## src/rtl/fetch_stage_pkg.sv

```systemverilog
// Shared pipeline constants and the fetch buffer entry type.
package fetch_stage_pkg;

  localparam int unsigned PC_W       = 12;
  localparam int unsigned INST_W     = 32;
  localparam int unsigned STAT_W     = 16;
  localparam int unsigned FIFO_DEPTH = 2;
  localparam int unsigned FIFO_CNT_W = 2;

  localparam logic [INST_W-1:0] NOP_INST = 32'h0;

  typedef struct packed {
    logic [INST_W-1:0] inst;
    logic [PC_W-1:0]   next_pc;
  } fetch_entry_t;

  // Word-address increment, wrapping at the top of the address space.
  function automatic logic [PC_W-1:0] pc_inc(input logic [PC_W-1:0] pc);
    return pc + PC_W'(1);
  endfunction

endpackage

```

## src/rtl/fetch_buf.sv

```systemverilog
// Two-entry instruction buffer; slot0 is always the head.
module fetch_buf import fetch_stage_pkg::*; (
  input  logic                  clk_i,
  input  logic                  rst_ni,
  input  logic                  clear_i,
  input  logic                  push_i,
  input  fetch_entry_t          data_i,
  input  logic                  pop_i,
  output fetch_entry_t          head_o,
  output logic                  full_o,
  output logic                  empty_o,
  output logic [FIFO_CNT_W-1:0] count_o
);

  fetch_entry_t          slot0_q, slot0_d, slot1_q, slot1_d;
  logic [FIFO_CNT_W-1:0] cnt_q, cnt_d, remain;
  logic                  do_pop, do_push;

  // Shift-on-pop update; a push lands in the first slot left free after the pop.
  always_comb begin
    slot0_d = slot0_q;
    slot1_d = slot1_q;
    do_pop  = pop_i && (cnt_q != '0);
    do_push = push_i && ((cnt_q != FIFO_CNT_W'(FIFO_DEPTH)) || do_pop);
    remain  = cnt_q - FIFO_CNT_W'(do_pop);
    if (do_pop) slot0_d = slot1_q;
    if (do_push) begin
      if (remain == '0) slot0_d = data_i;
      else              slot1_d = data_i;
    end
    cnt_d = remain + FIFO_CNT_W'(do_push);
    if (clear_i) cnt_d = '0;
  end

  // Occupancy is reset/cleared; payload slots need no reset since empty masks them.
  always_ff @(posedge clk_i) begin
    if (!rst_ni) cnt_q <= '0;
    else         cnt_q <= cnt_d;
    slot0_q <= slot0_d;
    slot1_q <= slot1_d;
  end

  assign head_o  = slot0_q;
  assign full_o  = (cnt_q == FIFO_CNT_W'(FIFO_DEPTH));
  assign empty_o = (cnt_q == '0);
  assign count_o = cnt_q;

endmodule

```

## src/rtl/fetch_stage.sv

```systemverilog
// Instruction fetch stage: issues sequential imem reads, buffers responses,
// flushes on redirect. Optional delivered-instruction counter: FETCH_STATS_EN.
// MAX_OUTSTANDING must not exceed the buffer depth.
module fetch_stage import fetch_stage_pkg::*; #(
  parameter logic [PC_W-1:0] RESET_PC        = 12'd0,
  parameter int unsigned     MAX_OUTSTANDING = 2
) (
  input  logic              clock,
  input  logic              reset,
  output logic              imemReq,
  output logic [PC_W-1:0]   imemAddr,
  input  logic              imemValid,
  input  logic [INST_W-1:0] imemData,
  input  logic              stall,
  input  logic              redirect,
  input  logic [PC_W-1:0]   redirectPc,
  output logic [INST_W-1:0] inst,
  output logic [PC_W-1:0]   seqNextPc,
  output logic              fdEnable,
  output logic [STAT_W-1:0] fetchCount
);

  localparam int unsigned CNT_W = $clog2(MAX_OUTSTANDING + 1);

  logic [PC_W-1:0]       pc_q, pc_d, exp_pc_q, exp_pc_d;
  logic [CNT_W-1:0]      inflight_q, inflight_d, kill_q, kill_d;
  logic                  resp, push, pop, req;
  logic                  buf_full, buf_empty;
  logic [FIFO_CNT_W-1:0] buf_count;
  fetch_entry_t          head, push_entry;

  // inflight counts every unanswered request (killed or not); exp_pc is the
  // address of the next response that will be kept.
  always_comb begin
    resp       = imemValid && (inflight_q != '0);
    pop        = reset && !buf_empty && !stall && !redirect;
    req        = reset && !redirect &&
                 ((32'(inflight_q) + 32'(buf_count) - 32'(pop)) < MAX_OUTSTANDING);
    push       = resp && !redirect && (kill_q == '0);
    push_entry = '{inst: imemData, next_pc: pc_inc(exp_pc_q)};
    pc_d       = pc_q;
    exp_pc_d   = exp_pc_q;
    kill_d     = kill_q;
    inflight_d = inflight_q + CNT_W'(req) - CNT_W'(resp);
    if (redirect) begin
      pc_d     = redirectPc;
      exp_pc_d = redirectPc;
      kill_d   = inflight_q - CNT_W'(resp);
    end else begin
      if (req)  pc_d     = pc_inc(pc_q);
      if (push) exp_pc_d = pc_inc(exp_pc_q);
      if (resp && (kill_q != '0)) kill_d = kill_q - CNT_W'(1);
    end
  end

  // Fetch control state.
  always_ff @(posedge clock) begin
    if (!reset) begin
      pc_q       <= RESET_PC;
      exp_pc_q   <= RESET_PC;
      inflight_q <= '0;
      kill_q     <= '0;
    end else begin
      pc_q       <= pc_d;
      exp_pc_q   <= exp_pc_d;
      inflight_q <= inflight_d;
      kill_q     <= kill_d;
    end
  end

  fetch_buf u_buf (
    .clk_i   (clock),
    .rst_ni  (reset),
    .clear_i (redirect),
    .push_i  (push),
    .data_i  (push_entry),
    .pop_i   (pop),
    .head_o  (head),
    .full_o  (buf_full),
    .empty_o (buf_empty),
    .count_o (buf_count)
  );

  // Issue gating must keep pushes out of a full buffer.
  always_ff @(posedge clock) begin
    if (reset) assert (!(push && buf_full && !pop));
  end

  assign imemReq   = req;
  assign imemAddr  = pc_q;
  assign fdEnable  = pop;
  assign inst      = (reset && !buf_empty) ? head.inst : NOP_INST;
  assign seqNextPc = !reset ? RESET_PC : (buf_empty ? pc_q : head.next_pc);

`ifdef FETCH_STATS_EN
  logic [STAT_W-1:0] fetch_cnt_q;

  // Saturating count of delivered instructions.
  always_ff @(posedge clock) begin
    if (!reset)                                    fetch_cnt_q <= '0;
    else if (pop && (fetch_cnt_q != {STAT_W{1'b1}})) fetch_cnt_q <= fetch_cnt_q + STAT_W'(1);
  end

  assign fetchCount = fetch_cnt_q;
`else
  assign fetchCount = '0;
`endif

endmodule

```

## config.mk

```make
export PLATFORM = sky130hd
export DESIGN_NAME = fetch_stage
export DESIGN_NICKNAME = d
export VERILOG_FILES = /design/src/rtl/fetch_stage_pkg.sv /design/src/rtl/fetch_buf.sv /design/src/rtl/fetch_stage.sv
export SDC_FILE = /design/constraint.sdc
export NUM_CORES = 1
export LEC_CHECK = 0
export ABC_AREA = 1
export BUFFER_PORTS_ARGS = -buffer_cell sky130_fd_sc_hd__buf_4
export CAP_MARGIN = 10
export CORE_UTILIZATION = 50
export CTS_CLUSTER_DIAMETER = 200
export DETAILED_ROUTE_END_ITERATION = 16
export PLACE_DENSITY = 0.88
export SETUP_SLACK_MARGIN = 0.4
export SYNTH_ARGS = -nofsm -noshare
export SYNTH_HDL_FRONTEND = slang
export SYNTH_SLANG_ARGS = --single-unit
```

## constraint.sdc

```tcl
create_clock -name clock -period 4.3 [get_ports clock]
set_input_delay 0.43 -clock clock [delete_from_list [all_inputs] [get_ports clock]]
set_output_delay 0.43 -clock clock [all_outputs]
set_load 0.05 [all_outputs]
```

# After elaboration in Yosys (flattened, before gate mapping)

Index checks and enable logic that the tools add are counted.

Register bits: 118
Input port bits: 49
Output and inout port bits: 74
Logic and storage cells: 61

Add/sub/neg operators: 10
Magnitude comparators: 1
Eq/ne operators: 1
Multiplexer cells: 12
Bitwise gates (word level): 2
Reduce and logical (&&, ||, !) cells: 26

Operators by type and width:

| kind                                                | count |
|---|---|
| two-way mux 44 bit                                  | 3 |
| two-way mux 12 bit                                  | 6 |
| < comparator 32 x 2 -> 1 bit, second input constant | 1 |
| two-way mux 32 bit                                  | 1 |
| adder 12 x 1 -> 12 bit, second input constant       | 2 |
| nonzero test 2 bit                                  | 6 |
| logical AND 1 bit                                   | 11 |
| zero test 2 bit                                     | 3 |
| subtractor 2 x 1 -> 2 bit                           | 3 |
| adder 2 x 1 -> 2 bit                                | 2 |
| two-way mux 2 bit                                   | 2 |
| subtractor 3 x 1 -> 4 bit                           | 1 |
| adder 2 x 2 -> 3 bit                                | 1 |
| zero test 1 bit                                     | 3 |
| inequality test 2 bit, second input constant        | 1 |
| inverter 1 bit                                      | 2 |
| AND reduction 2 bit                                 | 1 |
| OR reduction 2 bit                                  | 1 |
| subtractor 2 x 1 -> 2 bit, second input constant    | 1 |
| logical OR 1 bit                                    | 1 |

# Longest topological paths before layout

Gate-level depths: netlist of run 1.

Depth in word-level cells: 10
Mapped depth: 20
Gate-level depth less buffers: 17

# Cells and area by module

Synthesis of run 1 repeated with hierarchy kept, for this count alone.

Cells, all modules: 808
Area, all modules: 5871.9 um^2

Modules (own cells, without submodules):

| module      | times used | cells an instance | area each (um^2) | seq. area each (um^2) |
|---|---|---|---|---|
| fetch_buf   | 1          | 397               | 3505.9           | 2242.2 |
| fetch_stage | 1          | 411               | 2366.0           | 560.5 |

# Least setup slack after synthesis of run 1

OpenSTA, ideal clock, no wires.

Kind: in2reg
From: input port redirect
To: register u_buf.slot1_q[0] in the netlist's numbering, enable pin
Library setup time: 0.460 ns
Arrival: 3.782 ns
Required time: 3.840 ns
Setup slack: 0.058 ns
Stages: 12
Buffers on the path: 3
Cell sequence: buf_6 inv_4 nand2_2 nor2_2 nand2_2 inv_2 buf_4 buf_4 ha_1 xor2_1 inv_1 a21oi_1

Cells in the longest elaborated chain, start to end: 7
Elaborated cells on any way between the ends: 11
Classes of those cells: add/sub: 1; bitwise: 1; reduce/logical: 9

RTL lines:

| item                                   | line                                 | source |
|---|---|---|
| start: declaration                     | fetch_stage.sv:15                    | `input logic redirect,` |
| zero test 1 bit *                      | fetch_stage.sv:36, fetch_stage.sv:39 |  |
| logical AND 1 bit                      | fetch_stage.sv:36                    | `pop = reset && !buf_empty && !stall && !redirect;` |
| logical AND 1 bit                      | fetch_buf.sv:23                      | `do_pop = pop_i && (cnt_q != '0);` |
| subtractor 2 x 1 -> 2 bit              | fetch_buf.sv:25                      | `remain = cnt_q - FIFO_CNT_W'(do_pop);` |
| zero test 2 bit                        | fetch_buf.sv:28                      | `if (remain == '0) slot0_d = data_i;` |
| inverter 1 bit (no source line)        | -                                    |  |
| AND reduction 2 bit (no source line) * | -                                    |  |
| end signal: assignment                 | fetch_buf.sv:40                      | `slot1_q <= slot1_d;` |
| end: declaration                       | fetch_buf.sv:15                      | `fetch_entry_t slot0_q, slot0_d, slot1_q, slot1_d;` |

Mark *: on every way between the ends. The rest lies on a longest branch, timed or not.
A chain may end at the register's enable or synchronous reset.

# Worst setup path after layout of run 1

From: input port redirect
To: output port imemReq

Cells in the longest elaborated chain, start to end: 5
Elaborated cells on any way between the ends: 6
Classes of those cells: add/sub: 1; order compare: 1; reduce/logical: 4

RTL lines:

| item                         | line                                 | source |
|---|---|---|
| zero test 1 bit *            | fetch_stage.sv:36, fetch_stage.sv:37 |  |
| logical AND 1 bit            | fetch_stage.sv:36                    |  |
| subtractor 3 x 1 -> 4 bit    | fetch_stage.sv:38                    | `((32'(inflight_q) + 32'(buf_count) - 32'(pop)) < MAX_OUTSTANDING);` |
| < comparator 32 x 2 -> 1 bit | fetch_stage.sv:38                    |  |
| logical AND 1 bit *          | fetch_stage.sv:37                    | `req = reset && !redirect &&` |
| end: declaration             | fetch_stage.sv:10                    | `output logic imemReq,` |

Marked as above.

==> impl_results.md, run 1 <==
* Status: completed
* CTS sink count at 118
* Detailed placement HPWL at 9224 µm
* Slew margin rel. at 55.27%
* Ys Warns at 0
* CTS resizes at 0
* Fin. Hold Viols at 0
* Post-Syn Instances at 782
* Async SR Flop Fraction at 0%
* Req. time, crit path at 3.87 ns
* Worst vdd ir at 0.0003630 V
* Distinct cells, synth at 29
* Die Y at 109.9 µm
* Deepest clock path buffer count at 2
* # DRC at 0
* P&R area growth vs syn at 24.78%
* Met1 Routed Length at 5938 µm
* First-pass DRT Iterations at 6
* Clock slew at reported path FFs at 0.06 ns
* Max Slew Vio Count at 0
* Slew @ Worst Pin at 0.6709 ns
* Post-CTS Hold Buffers at 0
* Number of max-cap violations at 0
* Setup crit end kind: output port
* Aggregate global routing overflow at 0
* Placed cells at 1,002
* Max Fclk at 0.2876 GHz
* Flip-flop and latch count after synthesis at 118
* Met2 WL at 6723 µm
* Clk_lat worst skew at 0.41 ns
* Layout cell share with drive strength beyond 1 at 17.17%
* Post-DRT Antenna Nets at 0
* Critical path class: primary input to output port
* All-Layer GR Usage at 24.24%
* Finished Cell Area at 7258 µm²
* Num rows at 39
* Crit share post-route at 80.87%
* Pwr dens at 544.2 nW/µm²
* Register area share after synthesis at 48.18%
* Post-route setup TNS at 0 ns
* Post-synth EDFFs at 44
* Core box area at 11,370 µm²
* Routed WL at 14,070 µm
* # diodes at 0
* Leak at 3.500 nW
* Layout Nets at 938
* Worst Hold Launch: imemData[28]
* Post-layout min period at 3.477 ns
* Global-route wire length before repair at 22,340 µm
* Most common cell in the netlist: nand2_1
* Die Area at 12,070 µm²
* Placed cell areas at 6593 µm²
* Critical-path maximum fanout at 34
* Placer Congestion at 0.9680
* Routed length per instance at 13.61 µm
* Primary FF master, synth: dfxtp_1
* Root Driver: clkbuf_16
* Endpoints failing setup at 0
* Avg Synthesized Cell Area at 7.438 µm²
* Synth top area cells: dfxtp_1, edfxtp_1, nand2_1
* H-tree depth at 4
* CP Data Arrival Time at 3.05 ns
* Worst R2R Start: u_buf.count_o[0]
* Largest area contributor in the netlist: dfxtp_1
* Top post-synthesis cells by count: nand2_1, inv_1, dfxtp_1
* Top layer in use: met4
* Yosys top cell area share at 25.47%
* Met3 WL at 1205 µm
* IO Port Bufs at 106
* HP Class: primary input to flip-flop
* Io pins at 123
* Post-CTS Setup Bufs at 0
* 1st-iter DRT viols at 501
* Cts bufs inserted at 17
* Critical Path Source: redirect
* Vias in the first global route at 4,714
* Finished Layout Cells at 1,034
* Vias per cell at 5.075
* Largest net degree at the start of global routing at 77
* Initial Util at 51.16%
* Detailed-route via count at 5,248
* Layout Skew at 0.008619 ns
* Die W at 109.9 µm
* RSZ-0062 raised after global routing: false
* Mapped cell area at 5817 µm²
* CTS tree: yes
* Initial antenna violation count at 0
* CP Launch Type: primary input
-- layout by cell type, fill, tap and decap left out, types with 2 or more instances in the layout --
| cell | instances |
|---|---|
| bufinv_16 | 4 |
| xor2_1 | 9 |
| nand2_1 | 292 |
| clkinvlp_4 | 2 |
| nand4_1 | 3 |
| dfxtp_1 | 74 |
| conb_1 | 16 |
| clkbuf_8 | 2 |
| nor2_1 | 61 |
| inv_1 | 82 |
| clkinv_4 | 3 |
| a31oi_1 | 5 |
| nand2_2 | 3 |
| a21oi_1 | 27 |
| o21ai_0 | 56 |
| inv_4 | 2 |
| clkbuf_16 | 18 |
| edfxtp_1 | 44 |
| buf_4 | 110 |
| nor3_1 | 3 |
| inv_6 | 3 |
| ha_1 | 10 |
| and2_1 | 4 |
| nand3_1 | 47 |
| inv_2 | 2 |
-- per-layer routing --
| layer | up-vias | track usage [%] |
|---|---|---|
| li1 | 2624 | - |
| met1 | 2385 | 30.47 |
| met2 | 220 | 39.82 |
| met3 | 19 | 7.113 |
| met4 | 0 | 7.905 |
| met5 | - | 0 |
-- critical path: stages --
cell and delay [ns]:
buf_4 0.18, inv_4 0.27, nand2_2 0.13, nor2_2 0.12, nand2_2 0.18, inv_1 0.14
ha_1 0.26, nor2_1 0.16, fa_1 0.44, nor2_1 0.11, o21ai_0 0.09, inv_1 0.06
nand2_1 0.06, inv_1 0.18, buf_4 0.24
-- through the flow --
stage | hold WS (ns) | power (W) | setup slack [ns] | utilization (%)
3_5_place_dp | 0.5100 | 0.002383 | 0.8887 | 57.98
2_1_floorplan | 0.4692 | 0.002173 | 0.8027 | -
6_report | 0.2010 | 0.003950 | 0.8226 | 63.84
5_1_grt | 0.1829 | 0.004162 | 0.5734 | 63.84
4_1_cts | 0.1903 | 0.003966 | 0.8109 | 63.84
3_3_place_gp | 0.5006 | 0.002348 | 0.9243 | 57.98
-- sequential cells by signal, indices dropped and copies added, names as in the netlist --
signal	count
inflight_q	2
kill_q	2
u_buf.slot1_q	44
u_buf.count_o	2
imemAddr	12
u_buf.head_o	44
exp_pc_q	12
-- cells by family (layout without fill, tap and decap cells) --
kind of cell	count (synthesis)	count (layout)	synth area share [%]
DFF	118	118	48.18
and+or+nand+nor	415	415	28.61
adders and majority gates	11	11	2.495
other	1	16	0.06447
xor gates and xnor gates	9	9	1.355
AOI/OAI and AO/OA	92	92	8.152
buffers and inverters	136	230	11.14
-- layout make-up --
class                      instances  area, µm²
clock buffer                      20      478.0
clock inverter                    12      187.7
fill                             940       4111
inverter                          87      331.6
multi-input combinational        543       2434
sequential                       118       2803
tap                              143      178.9
timing repair buffer             111      845.8
-- where the power goes --
part / total, W / leakage (nW) / internal [W] / switching [W]
Clock: 0.00156 / 0.319 / 0.00104 / 0.000517
Sequential: 0.00150 / 1.01 / 0.00139 / 0.000108
Combinational: 0.000888 / 2.17 / 0.000296 / 0.000592
-- worst paths after layout --
kind	slack, ns	cells past startpoint	end
min reg2reg	0.53	2	exp_pc_q[3]
max reg2reg	1.40	15	imemAddr[1]
min	0.20	1	u_buf.slot1_q[40]
max	0.82	15	imemReq
No activity file was read; power rests on OpenSTA's default activity.
==> inputs of run 2 (changes only) <==
==> constraint.sdc (replaced) <==
create_clock -name clock -period 3.08 [get_ports clock]
set_input_delay 0.308 -clock clock [delete_from_list [all_inputs] [get_ports clock]]
set_output_delay 0.308 -clock clock [all_outputs]
set_load 0.05 [all_outputs]
==> run 2 against run 1 <==
Non-clock buffer count is 12 higher; hold slack got worse by 0.11 ns; final cell count grew 1.2%; via count rose by 1.6%; flip-flop and latch count stayed put; clock power rose by 24%.
==> impl_results.md, run 2 (same netlist as run 1, synthesis figures left out) <==
* Highest-count cells in the layout ignoring fill and taps: nand2_1, buf_4, inv_1, dfxtp_1, nor2_1
* Die W at 109.9 µm (unchanged)
* Cts bufs inserted at 17 (unchanged)
* Routed length per instance at 13.64 µm (+0.23%)
* Core box area at 11,370 µm² (unchanged)
* Worst Reg-to-Reg Cells at 16 (+1)
* Number of max-cap violations at 0 (unchanged)
* Worst vdd ir at 0.0004313 V (+19%)
* Leak at 3.532 nW (+0.90%)
* Slowest stage cell, crit path: fa_1
* First-pass DRT Iterations at 5 (-1)
* Detailed-route via count at 5,333 (+1.6%)
* Req. time, crit path at 2.77 ns (-1.10 ns)
* H-tree depth at 4 (unchanged)
* Setup crit end kind: output port
* Die Area at 12,070 µm² (unchanged)
* Critical path class: flip-flop to output port
* P&R area growth vs syn at 25.94%
* Critical-path maximum fanout at 4 (-88%)
* Post-CTS Hold Buffers at 0 (unchanged)
* # DRC at 0 (unchanged)
* Slew margin rel. at 56.04% (+0.77 points)
* RSZ-0062 raised after global routing: true
* Worst path cell trace: inv_2 -> nand2_4 -> nand2_4 -> inv_8 -> ha_4 -> nor2_2 -> fa_1 -> nor2_1 -> o21ai_1 -> inv_1 -> nand2_2 -> clkinvlp_4 -> buf_8
* Worst setup margin at 0.4348 ns (-0.3879 ns)
* Max Fclk at 0.3780 GHz
* Finished Layout Cells at 1,046 (+1.2%)
* CTS tree: yes
* Global-route wire length before repair at 22,320 µm (about the same)
* Layout Skew at 0.01035 ns (+0.001727 ns)
* Layout Nets at 950 (+1.3%)
* Largest net degree at the start of global routing at 77 (unchanged)
* Most used cell, CP: nand2_4
* HP Class: primary input to flip-flop
* Max Slew Vio Count at 0 (unchanged)
* Endpoints failing setup at 0 (unchanged)
* Routed WL at 14,270 µm (+1.4%)
* Post-DRT Antenna Nets at 0 (unchanged)
* Filler instances at 933 (-0.74%)
* Pre-CTS setup slack at 0.3675 ns (-0.5212 ns)
* Finished Cell Area at 7326 µm² (+0.93%)
* Hold Path Cell Cnt at 1 (unchanged)
* Num rows at 39 (unchanged)
* Worst hold margin at 0.09119 ns (-0.1098 ns)
* Placer Congestion at 0.9281 (-4.1%)
* Fin. Hold Viols at 0 (unchanged)
* Placed cells at 1,006 (+0.40%)
* Deepest clock path buffer count at 2 (unchanged)
* All-Layer GR Usage at 24.30% (+0.054 points)
* Vias per cell at 5.098 (+0.45%)
* Status: completed
* Clock slew at reported path FFs at 0.05 ns (about the same)
* Io pins at 123 (unchanged)
* Die Y at 109.9 µm (unchanged)
* Aggregate global routing overflow at 0 (unchanged)
* Placed cell areas at 6664 µm² (+1.1%)
* Layout cell share with drive strength beyond 1 at 18.83% (+1.7 points)
* # diodes at 0 (unchanged)
* IO Port Bufs at 106 (unchanged)
* Root Driver: clkbuf_16
* CP Launch Type: flip-flop
* Vias in the first global route at 4,784 (+1.5%)
* Post-route setup TNS at 0 ns (unchanged)
* CP Data Arrival Time at 2.34 ns (-0.71 ns)
* Post-layout min period at 2.645 ns
* 1st-iter DRT viols at 514 (+2.6%)
* Commonest non-fill, non-tap cell in the layout: nand2_1
* Crit share post-route at 85.88%
* Largest stage delay, worst path at 0.42 ns (-0.02 ns)
* CTS sink count at 118 (unchanged)
* Initial Util at 51.16% (unchanged)
* Slew @ Worst Pin at 0.6594 ns (-0.01154 ns)
* Pwr dens at 724.1 nW/µm² (+33%)
* Clk_lat worst skew at 0.40 ns (about the same)
* Detailed placement HPWL at 9415 µm (+2.1%)
* Initial antenna violation count at 0 (unchanged)
run 2: cell count changes in the layout (fill, tap and decap cells not counted), moves of 3 or more:
| cell | delta |
|---|---|
| buf_4 | +12 |
| clkbuf_1 | +4 |
| clkinv_2 | +3 |
| inv_1 | -5 |
| inv_2 | +3 |
| inv_6 | -3 |
| nand2_4 | +3 |
run 2: worst max-delay path: cells and delay by family (launching register included):
kind                       cells  cell delay [ns]
AOI/OAI and AO/OA              1             0.07
adders and majority gates      2             0.61
buffers and inverters          5             0.42
DFF                            1             0.36
and+or+nand+nor                5             0.48
run 2: metrics by stage:
| stage | power (W) | utilization (%) |
|---|---|---|
| final | 0.005305 | 64.43 |
| after global routing | 0.005614 | 64.43 |
| after CTS | 0.005299 | 63.93 |
| after detailed placement | 0.003340 | 58.61 |
| after global placement | 0.003298 | 58.61 |
| after floorplan | 0.003053 | - |
run 2: repair_timing:
item | in CTS | in global routing
pin swaps | 0 | 3
hold endpoints to repair | 0 | 0
resized for setup | 4 | 2
setup buffers | 1 | 7
setup endpoints to repair | 1 | 1
run 2: worst paths after layout:
kind	start	end	slack, ns
setup / recovery	u_buf.count_o[1]	imemReq	0.43
hold / removal	imemData[29]	u_buf.slot1_q[41]	0.09
setup reg to reg	u_buf.count_o[1]	imemAddr[6]	0.52
hold reg to reg	kill_q[1]	kill_q[1]	0.52
run 2: layout make-up:
| type | count | area, µm² | area share [%] |
|---|---|---|---|
| Sequential cell | 118 | 2804 | 38.27 |
| Multi-Input combinational cell | 543 | 2481 | 33.87 |
| Timing Repair Buffer | 123 | 930.9 | 12.71 |
| Clock buffer | 22 | 454.2 | 6.200 |
| Inverter | 87 | 347.8 | 4.748 |
| Tap cell | 143 | 178.9 | 2.442 |
| Clock inverter | 10 | 128.9 | 1.759 |
run 2: layer usage:
metal / vias up / global-route usage, % / part of all wire (%) / wire length [µm]
li1: 2640 / - / - / -
met1: 2421 / 31.01 / 42 / 6056
met2: 256 / 40.22 / 49 / 6942
met3: 16 / 5.987 / 7.8 / 1111
met4: 0 / 7.905 / 1.1 / 158
met5: - / 0 / 0 / 0
run 2: report_power, final:
group / internal [W] / total [W] / switching (W) / leakage, nW
registers: 0.00195 / 0.00209 / 0.000144 / 1.01
logic: 0.000442 / 0.00128 / 0.000841 / 2.24
clock network: 0.00128 / 0.00193 / 0.000647 / 0.283
total: 0.00367 / 0.00530 / 0.00163 / 3.53
